File: src/rtl/mine_state_controller_if.sv
// Scan-side and result signals exchanged between the minefield renderer and the
// mine state controller.
interface mine_state_controller_if;
    logic [8:0]  hpos;
    logic [8:0]  vpos;
    logic        display_on;
    logic        vsync;
    logic        mine_gfx;
    logic [3:0]  mine_index;
    logic        tank1_gfx;
    logic        tank2_gfx;
    logic        rearm;
    logic [15:0] mine_exploded;
    logic        hit_p1;
    logic        hit_p2;
    logic        explode_gfx;
    logic        field_clear;

    modport master (
        output hpos, vpos, display_on, vsync, mine_gfx, mine_index,
        output tank1_gfx, tank2_gfx, rearm,
        input  mine_exploded, hit_p1, hit_p2, explode_gfx, field_clear
    );

    modport slave (
        input  hpos, vpos, display_on, vsync, mine_gfx, mine_index,
        input  tank1_gfx, tank2_gfx, rearm,
        output mine_exploded, hit_p1, hit_p2, explode_gfx, field_clear
    );
endinterface

File: src/rtl/mine_state_controller.sv
// Per-mine exploded state: collects tank/mine pixel overlaps during the scan,
// commits them at each frame edge and drives the flashing explosion overlay.
module mine_state_controller #(
    parameter int unsigned EXPLODE_FRAMES = 30,
    parameter int unsigned FLASH_BIT      = 1
) (
    input logic                    clk,
    input logic                    reset,
    mine_state_controller_if.slave bus
);

    typedef enum logic [1:0] {StIdle, StExploding, StClear} state_e;

    localparam logic [7:0] TimerLoad = 8'(EXPLODE_FRAMES);
    localparam logic [2:0] FlashSel  = 3'(FLASH_BIT);

    state_e      state_q, state_d;
    logic [7:0]  timer_q, timer_d;
    logic [7:0]  frame_cnt_q, frame_cnt_d;
    logic [15:0] exploded_q, exploded_d;
    logic [15:0] pending1_q, pending1_d;
    logic [15:0] pending2_q, pending2_d;
    logic [11:0] hit_cell_q, hit_cell_d;
    logic        hit_seen_q, hit_seen_d;
    logic [11:0] cell_q, cell_d;
    logic        hit_p1_q, hit_p1_d;
    logic        hit_p2_q, hit_p2_d;
    logic        gfx_q, gfx_d;
    logic        vsync_q;

    logic        c1, c2;
    logic        frame_edge;
    logic [11:0] scan_cell;
    logic [15:0] commit_bits;
    logic        new_hit;

    assign c1          = bus.display_on & bus.mine_gfx & bus.tank1_gfx;
    assign c2          = bus.display_on & bus.mine_gfx & bus.tank2_gfx;
    assign frame_edge  = bus.vsync & ~vsync_q;
    assign scan_cell   = {bus.hpos[8:3], bus.vpos[8:3]};
    assign commit_bits = pending1_q | pending2_q;
    assign new_hit     = |(commit_bits & ~exploded_q);

    // Explosion FSM; the cell shown is the one captured during the committing frame.
    always_comb begin
        state_d = state_q;
        timer_d = timer_q;
        cell_d  = cell_q;
        case (state_q)
            StIdle: begin
                if (frame_edge && new_hit) begin
                    state_d = StExploding;
                    timer_d = TimerLoad;
                    cell_d  = hit_cell_q;
                end
            end
            StExploding: begin
                if (frame_edge) begin
                    if (new_hit) begin
                        timer_d = TimerLoad;
                        cell_d  = hit_cell_q;
                    end else if (timer_q <= 8'd1) begin
                        timer_d = 8'd0;
                        state_d = (&exploded_q) ? StClear : StIdle;
                    end else begin
                        timer_d = timer_q - 8'd1;
                    end
                end
            end
            StClear: begin
                state_d = StClear;
            end
            default: begin
                state_d = StIdle;
            end
        endcase
        if (bus.rearm) begin
            state_d = StIdle;
            timer_d = 8'd0;
            cell_d  = 12'd0;
        end
    end

    // Hit accumulation and per-frame commit; rearm overrides a coincident frame edge.
    always_comb begin
        exploded_d  = exploded_q;
        pending1_d  = pending1_q;
        pending2_d  = pending2_q;
        hit_cell_d  = hit_cell_q;
        hit_seen_d  = hit_seen_q;
        frame_cnt_d = frame_cnt_q;
        hit_p1_d    = 1'b0;
        hit_p2_d    = 1'b0;
        if (bus.rearm) begin
            exploded_d = 16'd0;
            pending1_d = 16'd0;
            pending2_d = 16'd0;
            hit_cell_d = 12'd0;
            hit_seen_d = 1'b0;
        end else if (frame_edge) begin
            exploded_d  = exploded_q | commit_bits;
            hit_p1_d    = |pending1_q;
            hit_p2_d    = |pending2_q;
            pending1_d  = 16'd0;
            pending2_d  = 16'd0;
            hit_seen_d  = 1'b0;
            frame_cnt_d = frame_cnt_q + 8'd1;
        end else begin
            if (c1) pending1_d[bus.mine_index] = 1'b1;
            if (c2) pending2_d[bus.mine_index] = 1'b1;
            if ((c1 || c2) && !hit_seen_q) begin
                hit_cell_d = scan_cell;
                hit_seen_d = 1'b1;
            end
        end
        gfx_d = !bus.rearm && (state_q == StExploding) && bus.display_on &&
                (scan_cell == cell_q) && frame_cnt_q[FlashSel];
    end

    always_ff @(posedge clk or negedge reset) begin
        if (!reset) begin
            state_q     <= StIdle;
            timer_q     <= 8'd0;
            cell_q      <= 12'd0;
            exploded_q  <= 16'd0;
            pending1_q  <= 16'd0;
            pending2_q  <= 16'd0;
            hit_cell_q  <= 12'd0;
            hit_seen_q  <= 1'b0;
            frame_cnt_q <= 8'd0;
            hit_p1_q    <= 1'b0;
            hit_p2_q    <= 1'b0;
            gfx_q       <= 1'b0;
            vsync_q     <= 1'b0;
        end else begin
            state_q     <= state_d;
            timer_q     <= timer_d;
            cell_q      <= cell_d;
            exploded_q  <= exploded_d;
            pending1_q  <= pending1_d;
            pending2_q  <= pending2_d;
            hit_cell_q  <= hit_cell_d;
            hit_seen_q  <= hit_seen_d;
            frame_cnt_q <= frame_cnt_d;
            hit_p1_q    <= hit_p1_d;
            hit_p2_q    <= hit_p2_d;
            gfx_q       <= gfx_d;
            vsync_q     <= bus.vsync;
        end
    end

    assign bus.mine_exploded = exploded_q;
    assign bus.hit_p1        = hit_p1_q;
    assign bus.hit_p2        = hit_p2_q;
    assign bus.explode_gfx   = gfx_q;
    assign bus.field_clear   = (state_q == StClear);

endmodule

File: src/flat_wrapper.sv
// flat-port wrapper written by rule: the top's interface ports become plain ports
module mine_state_controller_flat 
#(
    parameter int unsigned EXPLODE_FRAMES = 30,
    parameter int unsigned FLASH_BIT      = 1
)
  (clk, reset, bus_hpos, bus_vpos, bus_display_on, bus_vsync, bus_mine_gfx, bus_mine_index, bus_tank1_gfx, bus_tank2_gfx, bus_rearm, bus_mine_exploded, bus_hit_p1, bus_hit_p2, bus_explode_gfx, bus_field_clear);
  mine_state_controller_if bus_i ();
  input logic clk;
  input logic reset;
  input wire logic [$bits(bus_i.hpos)-1:0] bus_hpos;
  input wire logic [$bits(bus_i.vpos)-1:0] bus_vpos;
  input wire logic [$bits(bus_i.display_on)-1:0] bus_display_on;
  input wire logic [$bits(bus_i.vsync)-1:0] bus_vsync;
  input wire logic [$bits(bus_i.mine_gfx)-1:0] bus_mine_gfx;
  input wire logic [$bits(bus_i.mine_index)-1:0] bus_mine_index;
  input wire logic [$bits(bus_i.tank1_gfx)-1:0] bus_tank1_gfx;
  input wire logic [$bits(bus_i.tank2_gfx)-1:0] bus_tank2_gfx;
  input wire logic [$bits(bus_i.rearm)-1:0] bus_rearm;
  output wire logic [$bits(bus_i.mine_exploded)-1:0] bus_mine_exploded;
  output wire logic [$bits(bus_i.hit_p1)-1:0] bus_hit_p1;
  output wire logic [$bits(bus_i.hit_p2)-1:0] bus_hit_p2;
  output wire logic [$bits(bus_i.explode_gfx)-1:0] bus_explode_gfx;
  output wire logic [$bits(bus_i.field_clear)-1:0] bus_field_clear;
  assign bus_i.hpos = bus_hpos;
  assign bus_i.vpos = bus_vpos;
  assign bus_i.display_on = bus_display_on;
  assign bus_i.vsync = bus_vsync;
  assign bus_i.mine_gfx = bus_mine_gfx;
  assign bus_i.mine_index = bus_mine_index;
  assign bus_i.tank1_gfx = bus_tank1_gfx;
  assign bus_i.tank2_gfx = bus_tank2_gfx;
  assign bus_i.rearm = bus_rearm;
  assign bus_mine_exploded = bus_i.mine_exploded;
  assign bus_hit_p1 = bus_i.hit_p1;
  assign bus_hit_p2 = bus_i.hit_p2;
  assign bus_explode_gfx = bus_i.explode_gfx;
  assign bus_field_clear = bus_i.field_clear;
  mine_state_controller #(.EXPLODE_FRAMES(EXPLODE_FRAMES), .FLASH_BIT(FLASH_BIT)) u_core (.clk(clk), .reset(reset), .bus(bus_i));
endmodule
File: config.mk
export PLATFORM = sky130hd
export DESIGN_NAME = mine_state_controller_flat
export DESIGN_NICKNAME = d
export VERILOG_FILES = /design/src/rtl/mine_state_controller_if.sv /design/src/rtl/mine_state_controller.sv /design/src/flat_wrapper.sv
export SDC_FILE = /design/constraint.sdc
export NUM_CORES = 1
export LEC_CHECK = 0
export CAP_MARGIN = 20
export CORE_UTILIZATION = 50
export DETAILED_ROUTE_END_ITERATION = 12
export PLACE_DENSITY = 0.76
export SYNTH_ARGS = -nofsm -noshare
export SYNTH_HDL_FRONTEND = slang
export SYNTH_SLANG_ARGS = --single-unit
export TNS_END_PERCENT = 50
File: constraint.sdc
create_clock -name clk -period 1.63 [get_ports clk]
set_input_delay 0.326 -clock clk [delete_from_list [all_inputs] [get_ports clk]]
set_output_delay 0.326 -clock clk [all_outputs]
set_load 0.1 [all_outputs]
After elaboration in Yosys (flattened, before gate mapping)

Index checks and enable logic that the tools add are counted.

Reduce and logical (&&, ||, !) cells: 26
Multipliers: 0
Div/mod/pow operators: 0
Add/sub/neg operators: 2
Bitwise operators: 12
Shift operators: 0
Equal/unequal tests: 9
$lt $le $gt $ge: 3
Muxes and demuxes: 38

Operators with widths:

| kind                                                                              | number |
|---|---|
| 16-bit 2-to-1 mux                                                                 | 8 |
| 12-bit 2-to-1 mux                                                                 | 7 |
| 16-bit bitwise OR                                                                 | 4 |
| 16-bit OR reduction                                                               | 3 |
| 8-bit 2-to-1 mux                                                                  | 5 |
| 12-bit case mux with 2 select lines                                               | 1 |
| 16-bit AND                                                                        | 1 |
| 16-bit NOT                                                                        | 1 |
| 8-bit case mux with 2 select lines                                                | 1 |
| 16-bit AND reduction                                                              | 1 |
| 12-bit equality test                                                              | 1 |
| 2-bit 2-to-1 mux                                                                  | 6 |
| 3-bit by 2-bit != test with 1-bit output (second input constant)                  | 4 |
| 3-bit nonzero test                                                                | 4 |
| 8-bit by 1-bit adder with 8-bit output (second input constant)                    | 1 |
| 8-bit by 1-bit less-or-equal comparator with 1-bit output (second input constant) | 1 |
| 1-bit 2-to-1 mux                                                                  | 8 |
| 4-bit AND reduction                                                               | 2 |
| 8-bit by 1-bit subtractor with 8-bit output (second input constant)               | 1 |
| 1-bit logical AND                                                                 | 7 |
| 2-bit case mux with 3 select lines                                                | 1 |
| 4-bit by 5-bit < comparator with 1-bit output (second input constant)             | 1 |
| 1-bit AND                                                                         | 4 |
| 1-bit demux with 4-bit select                                                     | 1 |
| other kinds (12)                                                                  | 16 |

Memories: 0
ROM bits: 0
Latch bits: 0
Bits in registers: 95
Bits in writable memories: 0

Logic depth before layout (Yosys ltp)

Gate-level depths: netlist of run 1.

Word-level depth: 8
Gate-level depth with buffers: 7
Gate-level depth less buffers: 7

Worst setup path after synthesis of run 1

Ideal clock, no wire load.

Path type: reg2reg
Start point: reg u_core.state_q[1]
End point: reg u_core.state_q[1]
Path buffers: 1
Cell stages (with the launch flop): 6
Data arrival time: 2.345 ns
Path slack: -0.782 ns
Cells stage by stage: dfrtp_1 -> clkbuf_1 -> nor2b_1 -> a31oi_1 -> nor2_1 -> o31a_1

Word-level cells in the longest chain between the ends: 3

Ends and longest elaborated chain:

| what                               | line                         | source |
|---|---|---|
| from (decl)                        | mine_state_controller.sv:17  | `state_e state_q, state_d;` |
| from (signal assigned)             | mine_state_controller.sv:122 | `state_q <= StIdle;` |
| from (signal assigned)             | mine_state_controller.sv:136 | `state_q <= state_d;` |
| 2-bit equality test                | --                           |  |
| named net bus_field_clear          | flat_wrapper.sv:24           | `output wire logic [$bits(bus_i.field_clear)-1:0] bus_field_clear;` |
| 2-bit case mux with 3 select lines | mine_state_controller.sv:49  | `case (state_q)` |
| 2-bit 2-to-1 mux                   | mine_state_controller.sv:77  | `if (bus.rearm) begin` |

The timed path passes the listed nets, and every way through them passes these cells.
A chain may end at the register's enable or synchronous reset.

Worst setup path in the final report of run 1

Start point: reg u_core.pending2_q[8]
End point: reg u_core.timer_q[6]

Word-level cells in the longest chain between the ends: 7

Ends and longest elaborated chain:

| what                               | line                         | source |
|---|---|---|
| from (decl)                        | mine_state_controller.sv:22  | `logic [15:0] pending2_q, pending2_d;` |
| from (signal assigned)             | mine_state_controller.sv:141 | `pending2_q <= pending2_d;` |
| 16-bit bitwise OR (*)              | mine_state_controller.sv:41  | `assign commit_bits = pending1_q \| pending2_q;` |
| 16-bit AND (*)                     | mine_state_controller.sv:42  | `assign new_hit = \|(commit_bits & ~exploded_q);` |
| 16-bit OR reduction (*)            | mine_state_controller.sv:42  |  |
| 8-bit 2-to-1 mux                   | mine_state_controller.sv:59  | `if (new_hit) begin` |
| 8-bit 2-to-1 mux                   | mine_state_controller.sv:58  | `if (frame_edge) begin` |
| 8-bit case mux with 2 select lines | mine_state_controller.sv:49  |  |
| 8-bit 2-to-1 mux                   | mine_state_controller.sv:77  |  |
| to (signal assigned)               | mine_state_controller.sv:137 | `timer_q <= timer_d;` |
| to (decl)                          | mine_state_controller.sv:18  | `logic [7:0] timer_q, timer_d;` |

Every way passes the cells marked *; elsewhere a longest branch is shown, timed or not. The select of a mux whose other input is x is not followed.

==> results_dict.tcl, run 1 <==
set metrics [dict create \
    ff_to_ff_path_depth 5 \
    ys_async_sr_fraction_pct 100 \
    required_time_of_the_worst_setup_path_ns 1.93 \
    synth_flop_cell "sky130_fd_sc_hd__dfrtp_1" \
    power_frac_seq_pct 52.6 \
    startpoint_type "register" \
    drive_above_1_share_pct 34.4 \
    setup_viol_count_final 22 \
    wire_per_inst_um 18.7 \
    synth_top_cell_area_share_pct 53.8 \
    die_area_mm2 0.00864 \
    drt_drc_violations_left 0 \
    final_critical_path_setup_slack_ns -0.282 \
    timing_hold_violations_final 0 \
    muxShareOfSynthArea_pct 2.90 \
    ir_worst_vdd_mv 0.509 \
    first_global_vias 4024 \
    critical-path-top-delay-family "simple AND/OR/NAND/NOR gates" \
    die-width_um 93.0 \
    fin_hold_ws_ns 0.375 \
    finalCriticalPeriod_ns 1.91 \
    critical_path.cell_chain "o21bai_2, o2111ai_2, or4_4, or2_4, o21ai_2" \
    cell_internal_pwr_w 0.00312 \
    share_clk_of_total_power_pct 32.1 \
    timing_worst_slew_pin_value_ns 0.460 \
    route.detailed.vias_per_inst 5.97 \
    fmax_mhz 523 \
    rrSetupSlack_ns -0.28 \
    status "finished, violations left" \
    timing.critical_path.fanout_max 7 \
    cts_num_sinks 89 \
    power.net_switching_w 0.00126 \
    p_per_area_mw_per_mm2 711 \
    finalWeightedCongestion 0.951 \
    end_kind "register" \
    grt_setup_unrepaired "true" \
    area_growth_pct 48.7 \
    synth.largest_area_cell "sky130_fd_sc_hd__dfrtp_1" \
    grt_max_degree 56 \
    synth-seq-area-share_pct 53.8 \
    synth_cell_types 37 \
    synth_top_family_by_area "compound AO/OA/AOI/OAI gates" \
    placed_cells 668 \
    final_cell_utilization_of_the_core_pct 78.4 \
    worst_r2r_startpoint "u_core.pending2_q[8]" \
    n_antenna_cell 0 \
    kind_of_path_behind_the_tightest_hold_check "primary input to async pin" \
    antenna_found_initial 0 \
    worst_skew_pair.late_latency_ns 0.37 \
    place.detailed.hpwl_um 8830 \
    cp.arrival_ns 2.21 \
    setup-tns-final_ns -5.40 \
    synth_simple_gate_area_share_pct 16.3 \
    synth_area_per_cell_um2 9.51 \
    grt-ovfl-total 0 \
    clkTransAtPathRegs_ns 0.09 \
    ctsRootBufferMaster "sky130_fd_sc_hd__clkbuf_8" \
    placementRows 32 \
    cts-buffers-inserted 9 \
    cts_buffer_depth 2 \
    power.static_leakage_nw 2.71 \
    global_route_usage_sum_pct 31.4 \
    preCtsSetupSlack_ns -0.364 \
    vias_after_detailed_routing 4116 \
    detail_route.iter0.violations 335 \
    timing.max_cap.violations 0 \
    ioPinCount 50 \
    layout.nets 614 \
    power.share.combinational_pct 15.3 \
    global_route_wire_length_before_repair_um 20400 \
    post_synthesis_instance_area_mm2 0.00414 \
    initial_utilization_pct 52.7 \
    synth_top_cells_by_area "sky130_fd_sc_hd__dfrtp_1 (54%), sky130_fd_sc_hd__a21oi_1 (6.5%), sky130_fd_sc_hd__nor2_1 (5.9%)" \
    slew_headroom_pct 69.0 \
    crit_type "register to register" \
    synth_adder_area_share_pct 0.605 \
    fp.coreArea_mm2 0.00785 \
    final.period_utilization_pct 117 \
    syn_inst 435 \
    synth_enable_flop_cells 0 \
    endpoint_of_the_most_critical_setup_path "u_core.timer_q[6]" \
    failed_checks "setup timing" \
    synth.ff_latch_count 89 \
    synth_warnings 0 \
    synth.net_count 467 \
    power_switching_share_pct 28.7 \
    slowest_delay_ns 0.64 \
    die_h_um 93.0 \
    critical_path.n_buffers_inverters 0 \
    nFillCells 497 \
    timing_max_transition_violations_final 0 \
    crit_start "u_core.pending2_q[8]" \
    post_synth_xor_area_fraction_pct 2.96 \
    skew_ns 0.0167 \
    cts_max_level 3 \
    post_layout_nonfiller_instances 689 \
    routed_wirelength_um 12900 \
    drt_first_pass_iters 5 \
    worst_path_max_delay_cell "sky130_fd_sc_hd__or4_4" \
    worst-path-stages 5 \
    complex_gate_fraction_of_the_synthesized_area_pct 19.4 \
    detail-route-antenna-nets 0 \
    tritoncts "built" \
    io_buffers 43 \
    critical_path.reg2reg.endpoint "u_core.timer_q[6]" \
]
[repair_timing]
action / 4_1_cts / 5_1_grt
gates cloned: 0 / 0
pin swaps: 16 / 12
hold buffers: 1 / 0
resized for setup: 28 / 24
setup endpoints to repair: 23 / 30
hold endpoints to repair: 17 / 0
buffers inserted: 3 / 2
[layout by cell type, fill, tap and decap left out, types with 9 or more instances in the layout]
cell type	netlist	final
sky130_fd_sc_hd__buf_4	0	107
sky130_fd_sc_hd__dfrtp_1	89	73
sky130_fd_sc_hd__nor2_1	65	63
sky130_fd_sc_hd__a21oi_1	54	51
sky130_fd_sc_hd__buf_12	0	25
sky130_fd_sc_hd__clkdlybuf4s50_1	0	22
sky130_fd_sc_hd__inv_1	21	21
sky130_fd_sc_hd__o21ai_0	31	17
sky130_fd_sc_hd__o21ai_1	2	12
sky130_fd_sc_hd__mux2i_1	12	12
sky130_fd_sc_hd__dfrtp_4	0	12
sky130_fd_sc_hd__nor4_1	13	11
sky130_fd_sc_hd__nand3_2	0	11
sky130_fd_sc_hd__o21bai_1	12	10
sky130_fd_sc_hd__a31oi_1	10	10
sky130_fd_sc_hd__nand2_1	9	9
sky130_fd_sc_hd__nor2b_1	10	9
sky130_fd_sc_hd__clkbuf_8	0	9
[Yosys cell counts (all sizes together) (5+ instances only)]
| master | n |
|---|---|
| xnor2 | 8 |
| xor2 | 6 |
| nor2 | 65 |
| o21bai | 12 |
| mux2i | 12 |
| a21oi | 54 |
| o21ai | 33 |
| inv | 21 |
| o2111ai | 5 |
| nor2b | 10 |
| buf | 5 |
| clkbuf | 17 |
| nor4 | 14 |
| o21a | 5 |
| nor3 | 9 |
| nand3 | 15 |
| a31oi | 10 |
| nand4 | 8 |
| nand2 | 9 |
| dfrtp | 89 |
| o211ai | 5 |
[registers in the layout (all words and copies together) (netlist names)]
register / count
u_core.bus.hit_p1: 1
u_core.timer_q: 8
u_core.pending2_q: 16
u_core.hit_cell_q: 12
u_core.frame_cnt_q: 2
u_core.hit_seen_q: 1
u_core.bus.hit_p2: 1
u_core.state_q: 2
u_core.pending1_q: 16
u_core.cell_q: 12
u_core.bus.explode_gfx: 1
u_core.bus.mine_exploded: 16
u_core.vsync_q: 1
[layout make-up]
type	count	area [um^2]	share of cell area (%)
Inverter	21	78.8	1.28
Clock inverter	7	53.8	0.875
Sequential cell	89	2280	37.0
Multi-Input combinational cell	303	1920	31.3
Clock buffer	9	124	2.01
Timing Repair Buffer	158	1570	25.5
Tap cell	102	128	2.07
[stage by stage]
| step | power (W) | instance area [um^2] |
|---|---|---|
| 2_1_floorplan | 0.00261 | 4200 |
| 6_report | 0.00438 | 6150 |
| 4_1_cts | 0.00434 | 6090 |
| 5_1_grt | 0.00454 | 6150 |
| 3_5_place_dp | 0.00294 | 5760 |
| 3_3_place_gp | 0.00292 | 5760 |
[metal layers]
layer	up-vias	share of wire, %	GRT usage [%]	wire length (um)
met5	-	0	0	0
met2	206	49	49.9	6290
met4	0	2.7	12.7	351
met3	41	7.6	7.06	981
li1	1835	-	-	-
met1	2034	41	41.7	5250
[how the worst min path moves through the flow]
stage,cells past startpoint,slack (ns),start,endpoint
after global placement,1,0.22,reset,u_core.bus.mine_exploded[12]
after CTS,2,0.38,reset,u_core.pending2_q[14]
after detailed placement,1,0.23,reset,u_core.bus.mine_exploded[6]
after floorplan,0,0.03,reset,u_core.bus.explode_gfx
after global routing,2,0.39,reset,u_core.pending2_q[14]
final,2,0.38,reset,u_core.pending2_q[14]
[power by group through the flow]
stage	Clock [W]	Sequential [W]	Combinational [W]
global placement	0	0.00233	0.000589
detailed placement	0	0.00234	0.000604
floorplan	0	0.00234	0.000264
CTS	0.00140	0.00229	0.000640
finish	0.00141	0.00230	0.000669
global route	0.00151	0.00231	0.000718
[cells by family (layout without fill, tap and decap cells)]
logic type | Yosys count | in the layout
AND/OR/NAND/NOR | 140 | 140
AO/OA/AOI/OAI | 135 | 135
flip-flops | 89 | 89
buffers and inverters | 43 | 195
XOR/XNOR | 14 | 14
multiplexers | 12 | 12
adder cells (fa/ha/maj) | 2 | 2
Note: power is estimated with default switching activity, not from simulation.
==> run 2, diff against run 1 <==
--- a/config.mk
+++ b/config.mk
@@ -8,6 +8,8 @@
 export CAP_MARGIN = 20
 export CORE_UTILIZATION = 50
 export DETAILED_ROUTE_END_ITERATION = 12
+export HOLD_SLACK_MARGIN = 0.02
+export MAX_ROUTING_LAYER = met4
 export PLACE_DENSITY = 0.76
 export SYNTH_ARGS = -nofsm -noshare
 export SYNTH_HDL_FRONTEND = slang
==> run 2 against run 1 <==
Effect of this change: the run still ends with setup timing left; clock power increased by 19%; maximum frequency decreased by 2.0%; routed wire length increased by 7.2%; die area unchanged; sequential cell count unchanged; total power increased by 6.4%; critical path depth unchanged; largest power group unchanged.
==> results_dict.tcl, run 2 (synthesized netlist as in run 1, its figures left out) <==
set metrics [dict create \
    worst_r2r_startpoint "u_core.pending2_q[6]" \
    finalPower_w 0.00466 \
    detail_route.iter0.violations 317 \
    layout.nets 616 \
    place.detailed.hpwl_um 9500 \
    final_cell_mix "sky130_fd_sc_hd__buf_4 (108), sky130_fd_sc_hd__dfrtp_1 (73), sky130_fd_sc_hd__nor2_1 (61), sky130_fd_sc_hd__a21oi_1 (44), sky130_fd_sc_hd__buf_12 (25)" \
    die_h_um 93.0 \
    die_area_mm2 0.00864 \
    finalWeightedCongestion 0.966 \
    timing_max_transition_violations_final 0 \
    route.detailed.vias_per_inst 6.09 \
    io_buffers 43 \
    power.net_switching_w 0.00122 \
    share_clk_of_total_power_pct 36.1 \
    kind_of_path_behind_the_tightest_hold_check "primary input to async pin" \
    skew_ns 0.00927 \
    critical_path.reg2reg.endpoint "u_core.timer_q[3]" \
    power.share.combinational_pct 14.6 \
    grt_setup_unrepaired "true" \
    die-width_um 93.0 \
    n_antenna_cell 0 \
    power_frac_seq_pct 49.3 \
    setup_viol_count_final 22 \
    rrSetupSlack_ns -0.32 \
    cts_num_sinks 89 \
    timing.max_cap.violations 0 \
    post_dp_cell_area_mm2 0.00580 \
    power.static_leakage_nw 2.76 \
    detail-route-antenna-nets 0 \
    global_route_wire_length_before_repair_um 21200 \
    fp.coreArea_mm2 0.00785 \
    finalCriticalPeriod_ns 1.95 \
    antenna_found_initial 0 \
    routed_wirelength_um 13800 \
    timing_worst_slew_pin_value_ns 0.540 \
    power_switching_share_pct 26.2 \
    ctsRootBufferMaster "sky130_fd_sc_hd__clkbuf_8" \
    crit_type "register to register" \
    area_growth_pct 51.5 \
    placementRows 32 \
    global_route_usage_sum_pct 33.5 \
    drt_drc_violations_left 0 \
    drive_above_1_share_pct 36.2 \
    cts-buffers-inserted 9 \
    ff_to_ff_path_depth 5 \
    timing.critical_path.fanout_max 8 \
    cts_buffer_depth 2 \
    clkTransAtPathRegs_ns 0.09 \
    wire_per_inst_um 20.0 \
    vias_after_detailed_routing 4206 \
    startpoint_type "register" \
    cp.arrival_ns 2.22 \
    nFillCells 488 \
    worst_skew_pair.late_latency_ns 0.37 \
    drt_first_pass_iters 5 \
    cell_internal_pwr_w 0.00344 \
    final_common_cell "sky130_fd_sc_hd__buf_4" \
    timing_hold_violations_final 0 \
    endpoint_of_the_most_critical_setup_path "u_core.timer_q[3]" \
    final.period_utilization_pct 120 \
    end_kind "register" \
    required_time_of_the_worst_setup_path_ns 1.89 \
    grt-ovfl-total 0 \
    status "finished, violations left" \
    final_area_mm2 0.00627 \
    first_global_vias 4175 \
    ioPinCount 50 \
    final_critical_path_setup_slack_ns -0.321 \
    grt_max_degree 34 \
    tritoncts "built" \
    cts_max_level 3 \
    fmax_mhz 512 \
    slew_headroom_pct 63.7 \
    failed_checks "setup timing" \
    crit_start "u_core.pending2_q[6]" \
    initial_utilization_pct 52.7 \
    p_per_area_mw_per_mm2 743 \
    ir_worst_vdd_mv 0.540 \
]
run 2: cell types whose count changed in the layout (fill, tap and decap cells not counted), moves of 3 or more:
cell | previous run | this run
sky130_fd_sc_hd__a21oi_1 | 51 | 44
sky130_fd_sc_hd__a21oi_2 | 3 | 10
sky130_fd_sc_hd__clkbuf_8 | 9 | 13
sky130_fd_sc_hd__o21ai_0 | 17 | 22
sky130_fd_sc_hd__o21ai_2 | 4 | 1
sky130_fd_sc_hd__o21bai_1 | 10 | 7
sky130_fd_sc_hd__o21bai_2 | 2 | 5
run 2: how the worst min path moves through the flow:
stage                                              end  slack, ns  cells past startpoint
final                             u_core.pending2_q[4]       0.44                      2
after global routing                    u_core.vsync_q       0.47                      1
after CTS                         u_core.pending2_q[4]       0.45                      2
after detailed placement             u_core.bus.hit_p1       0.29                      1
after global placement    u_core.bus.mine_exploded[13]       0.29                      1
after floorplan                 u_core.bus.explode_gfx       0.03                      0
run 2: cell type report:
class | instances | area, um^2 | area share [%]
inverters | 21 | 78.8 | 1.26
repair buffers | 160 | 1590 | 25.3
clock buffers | 13 | 179 | 2.86
well taps | 102 | 128 | 2.04
flip-flops and latches | 89 | 2280 | 36.3
multi-input cells | 303 | 1970 | 31.4
clock inverters | 3 | 46.3 | 0.739
run 2: metal layers:
metal	vias to the layer above	track usage (%)	wire [um]
li1	1840	-	-
met1	2090	43.7	5670
met2	236	52.3	6710
met3	40	7.06	1080
met4	0	11.7	335
met5	-	-	0
run 2: worst max-delay path, cell delays in order, from the launching register on:
cell and delay, ns:
sky130_fd_sc_hd__dfrtp_1 0.42, sky130_fd_sc_hd__o21bai_1 0.21, sky130_fd_sc_hd__o2111ai_2 0.18, sky130_fd_sc_hd__or4_4 0.67
sky130_fd_sc_hd__a21o_1 0.20, sky130_fd_sc_hd__a22o_1 0.17
run 2: through the flow:
| stage | utilization, % | instances | setup TNS (ns) | setup WS (ns) | hold slack, ns |
|---|---|---|---|---|---|
| 2_1_floorplan | - | 435 | -7.28 | -0.369 | 0.0304 |
| 3_3_place_gp | 73.9 | 673 | -9.93 | -0.288 | 0.289 |
| 3_5_place_dp | 73.9 | 673 | -13.05 | -0.354 | 0.292 |
| 4_1_cts | 78.7 | 692 | -5.40 | -0.293 | 0.452 |
| 5_1_grt | 79.8 | 691 | -6.76 | -0.371 | 0.468 |
| 6_report | 79.8 | 691 | -5.90 | -0.321 | 0.444 |
run 2: what timing repair did:
item,CTS,global route
endpoints found under the hold margin,26,0
endpoints found under the setup margin,23,23
pin swaps,23,12
hold buffers,1,0
buffers inserted,2,0
resized for setup,31,29
run 2: power groups by stage:
stage / combinational [W] / clock, W / sequential (W)
6_report: 0.000680 / 0.00168 / 0.00230
5_1_grt: 0.000724 / 0.00176 / 0.00230
4_1_cts: 0.000657 / 0.00168 / 0.00229
3_5_place_dp: 0.000614 / 0 / 0.00234
3_3_place_gp: 0.000597 / 0 / 0.00233
2_1_floorplan: 0.000264 / 0 / 0.00234
